===== src/rtl/yarp_wb_arbiter.sv =====
// Write-side front end of the YARP register file.
// Merges the ALU result stream (through a small FIFO) and the LSU load-return
// stream onto the single regfile write port. Load data is formatted here, and
// writes to x0 are dropped. A pending-load scoreboard drives the decode stall
// flags.
module yarp_wb_arbiter #(
    parameter int unsigned FIFO_DEPTH = 2
) (
    input  logic        clk,
    input  logic        reset_n,

    input  logic        alu_valid_i,
    output logic        alu_ready_o,
    input  logic [4:0]  alu_rd_i,
    input  logic [31:0] alu_data_i,

    input  logic        lsu_valid_i,
    output logic        lsu_ready_o,
    input  logic [4:0]  lsu_rd_i,
    input  logic [31:0] lsu_rdata_i,
    input  logic [1:0]  lsu_byte_off_i,
    input  logic [1:0]  lsu_size_i,
    input  logic        lsu_zero_ext_i,

    input  logic        ld_issue_i,
    input  logic [4:0]  ld_issue_rd_i,

    input  logic [4:0]  rs1_addr_i,
    input  logic [4:0]  rs2_addr_i,
    output logic        rs1_busy_o,
    output logic        rs2_busy_o,

    output logic [4:0]  rd_addr_o,
    output logic        wr_en_o,
    output logic [31:0] wr_data_o
);

    localparam int unsigned PtrW = (FIFO_DEPTH > 1) ? $clog2(FIFO_DEPTH) : 1;
    localparam int unsigned CntW = PtrW + 1;
    localparam logic [CntW-1:0] CntFull = CntW'(FIFO_DEPTH);

    // ALU result FIFO storage and bookkeeping
    logic [4:0]      fifo_rd_q   [FIFO_DEPTH];
    logic [31:0]     fifo_data_q [FIFO_DEPTH];
    logic [PtrW-1:0] wr_ptr_q, wr_ptr_d;
    logic [PtrW-1:0] rd_ptr_q, rd_ptr_d;
    logic [CntW-1:0] count_q, count_d;

    logic fifo_full, fifo_empty;
    logic push, pop;
    logic alu_grant, lsu_grant;

    // Registered regfile write port
    logic [4:0]  rd_addr_q, rd_addr_d;
    logic        wr_en_q, wr_en_d;
    logic [31:0] wr_data_q, wr_data_d;

    // Pending-load scoreboard, one bit per architectural register
    logic [31:0] busy_q, busy_d;

    logic [7:0]  ld_byte;
    logic [15:0] ld_half;
    logic [31:0] ld_fmt;

    logic        grant_valid;
    logic [4:0]  grant_rd;
    logic [31:0] grant_data;

    // FIFO status, handshakes and arbitration
    always_comb begin
        fifo_full   = (count_q == CntFull);
        fifo_empty  = (count_q == '0);
        alu_ready_o = !fifo_full;
        lsu_ready_o = !fifo_full;
        push        = alu_valid_i & !fifo_full;
        // A full FIFO takes priority so the ALU side can never starve.
        lsu_grant   = !fifo_full & lsu_valid_i;
        alu_grant   = fifo_full | (!lsu_valid_i & !fifo_empty);
        pop         = alu_grant;
    end

    // Load data formatting by size, offset and sign
    always_comb begin
        ld_byte = lsu_rdata_i[{lsu_byte_off_i, 3'b000} +: 8];
        ld_half = lsu_byte_off_i[1] ? lsu_rdata_i[31:16] : lsu_rdata_i[15:0];
        unique case (lsu_size_i)
            2'b00:   ld_fmt = {{24{!lsu_zero_ext_i & ld_byte[7]}}, ld_byte};
            2'b01:   ld_fmt = {{16{!lsu_zero_ext_i & ld_half[15]}}, ld_half};
            default: ld_fmt = lsu_rdata_i;
        endcase
    end

    // Select the winning transaction
    always_comb begin
        grant_valid = alu_grant | lsu_grant;
        grant_rd    = '0;
        grant_data  = '0;
        if (alu_grant) begin
            grant_rd   = fifo_rd_q[rd_ptr_q];
            grant_data = fifo_data_q[rd_ptr_q];
        end else if (lsu_grant) begin
            grant_rd   = lsu_rd_i;
            grant_data = ld_fmt;
        end
    end

    // Next-state for FIFO pointers, output register and scoreboard
    always_comb begin
        wr_ptr_d = push ? wr_ptr_q + PtrW'(1) : wr_ptr_q;
        rd_ptr_d = pop  ? rd_ptr_q + PtrW'(1) : rd_ptr_q;
        unique case ({push, pop})
            2'b10:   count_d = count_q + CntW'(1);
            2'b01:   count_d = count_q - CntW'(1);
            default: count_d = count_q;
        endcase

        // Writes to x0 are consumed but never reach the regfile.
        wr_en_d   = grant_valid & (grant_rd != 5'd0);
        rd_addr_d = wr_en_d ? grant_rd   : rd_addr_q;
        wr_data_d = wr_en_d ? grant_data : wr_data_q;

        // Clear first so a same-cycle issue to the same rd stays pending.
        busy_d = busy_q;
        if (lsu_grant && (lsu_rd_i != 5'd0)) begin
            busy_d[lsu_rd_i] = 1'b0;
        end
        if (ld_issue_i && (ld_issue_rd_i != 5'd0)) begin
            busy_d[ld_issue_rd_i] = 1'b1;
        end
    end

    // FIFO entry storage; contents need no reset, the count guards them
    always_ff @(posedge clk) begin
        if (push) begin
            fifo_rd_q[wr_ptr_q]   <= alu_rd_i;
            fifo_data_q[wr_ptr_q] <= alu_data_i;
        end
    end

    // State registers with synchronous active-low reset
    always_ff @(posedge clk) begin
        if (!reset_n) begin
            wr_ptr_q  <= '0;
            rd_ptr_q  <= '0;
            count_q   <= '0;
            wr_en_q   <= 1'b0;
            rd_addr_q <= '0;
            wr_data_q <= '0;
            busy_q    <= '0;
        end else begin
            wr_ptr_q  <= wr_ptr_d;
            rd_ptr_q  <= rd_ptr_d;
            count_q   <= count_d;
            wr_en_q   <= wr_en_d;
            rd_addr_q <= rd_addr_d;
            wr_data_q <= wr_data_d;
            busy_q    <= busy_d;
        end
    end

    // Outputs; busy_q[0] is never set so x0 always reads as free
    always_comb begin
        wr_en_o    = wr_en_q;
        rd_addr_o  = rd_addr_q;
        wr_data_o  = wr_data_q;
        rs1_busy_o = busy_q[rs1_addr_i];
        rs2_busy_o = busy_q[rs2_addr_i];
    end

endmodule


===== config.mk =====
export PLATFORM = sky130hd
export DESIGN_NAME = yarp_wb_arbiter
export DESIGN_NICKNAME = d
export VERILOG_FILES = /design/src/rtl/yarp_wb_arbiter.sv
export SDC_FILE = /design/constraint.sdc
export NUM_CORES = 1
export LEC_CHECK = 0
export CORE_MARGIN = 2
export CORE_UTILIZATION = 56
export CTS_CLUSTER_DIAMETER = 80
export CTS_CLUSTER_SIZE = 14
export DETAILED_ROUTE_END_ITERATION = 8
export GPL_TIMING_DRIVEN = 0
export PLACE_DENSITY_LB_ADDON = 0.2
export SYNTH_ARGS = -nofsm -noshare
export SYNTH_HDL_FRONTEND = slang
export SYNTH_SLANG_ARGS = --single-unit

===== constraint.sdc =====
create_clock -name clk -period 5.75 [get_ports clk]
set_clock_uncertainty 0.1 [all_clocks]
set_input_delay 1.15 -clock clk [delete_from_list [all_inputs] [get_ports clk]]
set_output_delay 1.15 -clock clk [all_outputs]
set_load 0.03 [all_outputs]

# Word-level counts from Yosys, hierarchy flattened
# Memory sizes are Yosys's and may differ from the RTL's. A register that Yosys moved wholly into a read port is not among the register bits.
# Cells that the tools add are included.
# word_totals
reg_bits	74
out_inout_bits	42
inputBits	99
ramBits	74
wordCells	72
mem_count	2
# memory_table
name	depth	width	rd	rd_clocked_by_memory_dff	wr	line	text
fifo_data_q	2	32	1	1	1	44	logic [31:0] fifo_data_q [FIFO_DEPTH];
fifo_rd_q	2	5	1	1	1	43	logic [4:0] fifo_rd_q [FIFO_DEPTH];
# classes
n_lt_le_gt_ge	6
reduce_logical	14
n_addsub	4
bitwise_logic	11
shift	1
n_mux	23
eq_ne	4
# ops
op	count
32-bit 2-to-1 mux	4
32-bit one-hot mux with 2 select lines	1
32-bit bitwise AND	1
32-bit inverter	1
32-bit bitwise OR	1
32-bit by 6-bit indexed part select with 8-bit output	1
5-bit by 6-bit less-than comparator with 1-bit output (second input constant)	4
16-bit 2-to-1 mux	1
5-bit nonzero test	3
1-bit binary-select mux with 5-bit select	2
1-bit demux with 5-bit select	2
5-bit by 1-bit >= comparator with 1-bit output (second input constant)	2
1-bit 2-to-1 mux	10
5-bit 2-to-1 mux	2
1-bit bitwise AND	6
2-bit by 1-bit == test with 1-bit output (second input constant)	2
2-bit == test (second input constant)	2
1-bit logical AND	4
1-bit zero test	4
2-bit zero test	2
2-bit one-hot mux with 2 select lines	1
1-bit adder (second input constant)	2
2-bit by 1-bit adder with 2-bit output (second input constant)	1
1-bit bitwise OR	2
other kinds (2)	2

# Longest topological paths before layout
# depth
word_depth	9
depth_mapped	9
mapped_depth_nobuf	7

# Least setup slack after synthesis
# No wires, ideal clock.
# synth_path
path_kind	in2out
startpoint	input rs1_addr_i[0]
endpoint	output rs1_busy_o
setup_slack_ps	1800
n_path_buf	1
required_ps	4500
arrival_time_ps	2700
cell_stages	4
cell_sequence	buf_2 -> mux4_2 -> mux4_2 -> mux2_2
# synth_via
elab_chain_cells	2
# synth_rtl
element	line	text
start, declared	28	input logic [4:0] rs1_addr_i,
1-bit binary-select mux with 5-bit select	166	rs1_busy_o = busy_q[rs1_addr_i];
1-bit 2-to-1 mux (implied by the code)	166	
end, declared	30	output logic rs1_busy_o,
# No other way between the ends. The select of a mux whose other input is x is not followed.

# Worst setup path after layout
# layout_path
startpoint	input rs1_addr_i[1]
endpoint	output rs1_busy_o
# The elaborated chain is that of the path after synthesis.

==> out/metrics.csv <==
stage,metric,value,unit
finish,drive_above_1_share,13.74,%
synthesis,ys_seq_area_share,51.72,%
power_and_ir_drop,power.density,426.7,nW/um^2
power_and_ir_drop,cellLeakagePower,0.003137,uW
die,rows,41,
worst_setup_path,cp.arrival,3.36,ns
global_route,grt_pass1_vias,6285,
worst_hold_path,hold_path.startpoint,busy_q[0],
route,wl_per_cell,22.71,um
die,io_pins,141,
placed_design,hpwl,15920,um
worst_setup_path,reg2reg_depth,8,
finish,areaGrowthSynthToFinish,29.60,%
worst_setup_path,critPathLaunch,rs1_addr_i[1],
timing,tightestPinTransition,0.8300,ns
synthesis,ys_warn_count,0,
worst_setup_path,crit_path_start_kind,primary input,
power_and_ir_drop,vdd_drop_max,0.3280,mV
cts,clk_latency,0.43,ns
timing,finalHoldViolations,0,
timing,slew_headroom,44.55,%
cts,cts_setup_buffers,0,
placed_design,portBuffers,131,
status,outcome,"complete, no violations",
route,ant_nets,0,
timing,rsz0062_at_grt,no,
cts,h-tree-depth,4,
synthesis,synthesis.area,7199,sq um
cts,cts_hold_buffers,0,
route,drcViolationCount,0,
synthesis,post_synth_num_cell_types,46,
finish,diodes,0,
finish,stdcell_count,980,
global_route,grt_pass1_wl,34770,um
timing,fin_crit,4.607,ns
placed_design,dpl.cell_count,948,
timing,max_freq,217.1,MHz
synthesis,async_reset_ff_share,0,%
die,coreArea,12570,sq um
cts,cts_tree,built,
cts,post_cts_resized,0,
route,routed-via-count,6169,
job,maxCapViolCount,0,
global_route,grt_start_max_net_pins,36,
finish,nNetsFinal,895,
timing,finalSetupViolations,0,
route,drt-total-wl,22260,um
global_route,antenna_found_initial,0,
worst_setup_path,critPathKind,in -> out,
worst_setup_path,worstPathRequired,4.50,ns
synthesis,ys_ff_latch,149,
cts,cts_root_buffer,clkbuf_16,
worst_setup_path,cp_max_fo,8,
worst_setup_path,cp-end-kind,output port,
cts,clk_pin_slew,0.06,ns
worst_setup_path,ff2ff_setup_slack,3.17,ns
die,dieArea,13780,sq um
worst_hold_path,hold_depth,1,
synthesis,synth_edf_count,74,
cts,cts_buffer_depth,2,
die,start_util,57.28,%
route,via_per_inst,6.295,
synthesis,syn_nets,743,
timing,tns,0,ns
worst_hold_path,min_path_type,reg -> reg,
global_route,grt_util_all_layers,32.82,%
cts,cts.sinks,149,
timing,drv_slew,0,
worst_setup_path,r2r-start,count_q[0],
route,dr.pass1.iters,5,
route,drt-initial-drc-count,736,
synthesis,avgSynthCellArea,11.20,sq um
synthesis,syn_inst,643,
global_route,overflow,0,
synthesis,ys.flop_type,dfxtp_1,
cts,cts_made_buffers,17,
placed_design,place.gp.congestion,0.9153,
timing,post-route-period-util,80.12,%
die,fp.dieH,117.4,um
die,die_w,117.4,um
[cell usage after synthesis (2+ instances only)]
master / count / share of area, %
mux2i_1: 21 / 2.9
xnor2_1: 3 / 0.37
a221o_1: 7 / 0.97
buf_6: 4 / 0.63
o31ai_1: 33 / 3.4
nor3_1: 7 / 0.49
dfxtp_1: 75 / 21
edfxtp_1: 74 / 31
o211ai_1: 23 / 2.4
mux2_2: 27 / 4.2
nand2b_1: 22 / 1.9
nand4b_1: 3 / 0.37
a21boi_0: 32 / 3.3
o21ai_0: 37 / 2.6
buf_1: 7 / 0.37
inv_1: 6 / 0.31
or2_2: 2 / 0.17
and2_1: 9 / 0.78
nor2b_1: 3 / 0.26
mux4_2: 20 / 6.3
o21a_1: 7 / 0.73
nor4_1: 2 / 0.17
o2bb2ai_1: 2 / 0.24
a21oi_1: 15 / 1.0
a32oi_1: 15 / 1.8
buf_4: 2 / 0.21
nand2_1: 53 / 2.8
nand3_1: 3 / 0.21
nor3b_1: 5 / 0.52
buf_2: 19 / 1.3
clkbuf_1: 24 / 1.3
nor2_1: 34 / 1.8
a31oi_1: 25 / 2.2
and3_1: 2 / 0.17
or3_1: 9 / 0.78
[layer usage]
layer,part of all wire [%],track usage (%),vias up
met1,40,42.17,2997
met3,7.3,6.566,66
met4,3.2,14.83,0
met5,0,0,-
met2,49,53.95,348
li1,-,-,2758
[flip-flops by register name, indices dropped and copies added, names as in the netlist, named ones only]
signal	cells
busy_q	32
rd_ptr_q	1
fifo_rd_q	10
rd_addr_o	5
wr_ptr_q	1
wr_data_o	32
count_q	2
wr_en_o	1
fifo_data_q	64
[worst paths after layout]
kind,to
hold reg to reg,busy_q[0]
setup / recovery,rs1_busy_o
hold / removal,busy_q[0]
setup reg to reg,count_q[1]
[where the power goes]
group          leakage (uW)  switching [uW]  internal, uW  total, uW
Sequential          0.00131             115          1330       1440
Clock              0.000259             461           600       1060
Combinational       0.00157             878           599       1480
[cell families after synthesis]
| group | Yosys count | synth area share, % |
|---|---|---|
| AO/OA/AOI/OAI | 200 | 19.29 |
| XOR/XNOR | 3 | 0.3650 |
| adder cells (fa/ha/maj) | 1 | 0.1738 |
| buffers and inverters | 64 | 4.188 |
| flip-flops | 149 | 51.72 |
| multiplexers | 68 | 13.40 |
| AND/OR/NAND/NOR | 158 | 10.86 |
[cell usage in the layout, fill, tap and decap left out, types with 6 or more instances in the layout]
cell type        netlist  routed
mux2_2                27      27
o21ai_0               37      37
o21a_1                 7       7
nor2_1                34      33
buf_2                 19      19
clkbuf_1              24      26
mux2i_1               21      21
mux4_2                20      20
nand2b_1              22      22
a31oi_1               25      25
and2_1                 9       9
dfxtp_1               75      75
clkdlybuf4s50_1        0     131
o31ai_1               33      33
a221o_1                7       7
inv_6                  0       6
edfxtp_1              74      74
buf_1                  7       7
o211ai_1              23      23
nand2_1               53      53
nor3_1                 7       7
a21boi_0              32      32
clkbuf_16              0      17
or3_1                  9       9
a21oi_1               15      15
inv_1                  6       6
a32oi_1               15      15
[cell type report]
type                            instances  area, sq um
Sequential cell                       149         3724
Inverter                                8        30.03
Tap cell                              172        215.2
Multi-Input combinational cell        430         3183
Clock inverter                         13        122.6
Fill cell                             854         3238
Timing Repair Buffer                  133         1351
Buffer                                 56        271.5
Clock buffer                           19        432.9
[metrics by stage]
stage	cell area [sq um]	util (%)	setup slack [ns]	hold WS, ns	power, uW
global placement	8726	69.43	1.088	0.3604	2847
detailed placement	8775	69.82	1.162	0.3700	2904
floorplan	7199	-	1.800	0.3431	2326
CTS	9330	74.24	1.155	0.3854	3967
global route	9330	74.24	1.066	0.3999	4114
finish	9330	74.24	1.143	0.3841	3981
[worst max-delay path, cell delays in order]
cell and delay (ns):
clkbuf_1 0.44, mux4_2 0.43, mux4_2 0.46, mux2_2 0.27, clkdlybuf4s50_1 0.59
(Power assumes the default switching activity.)
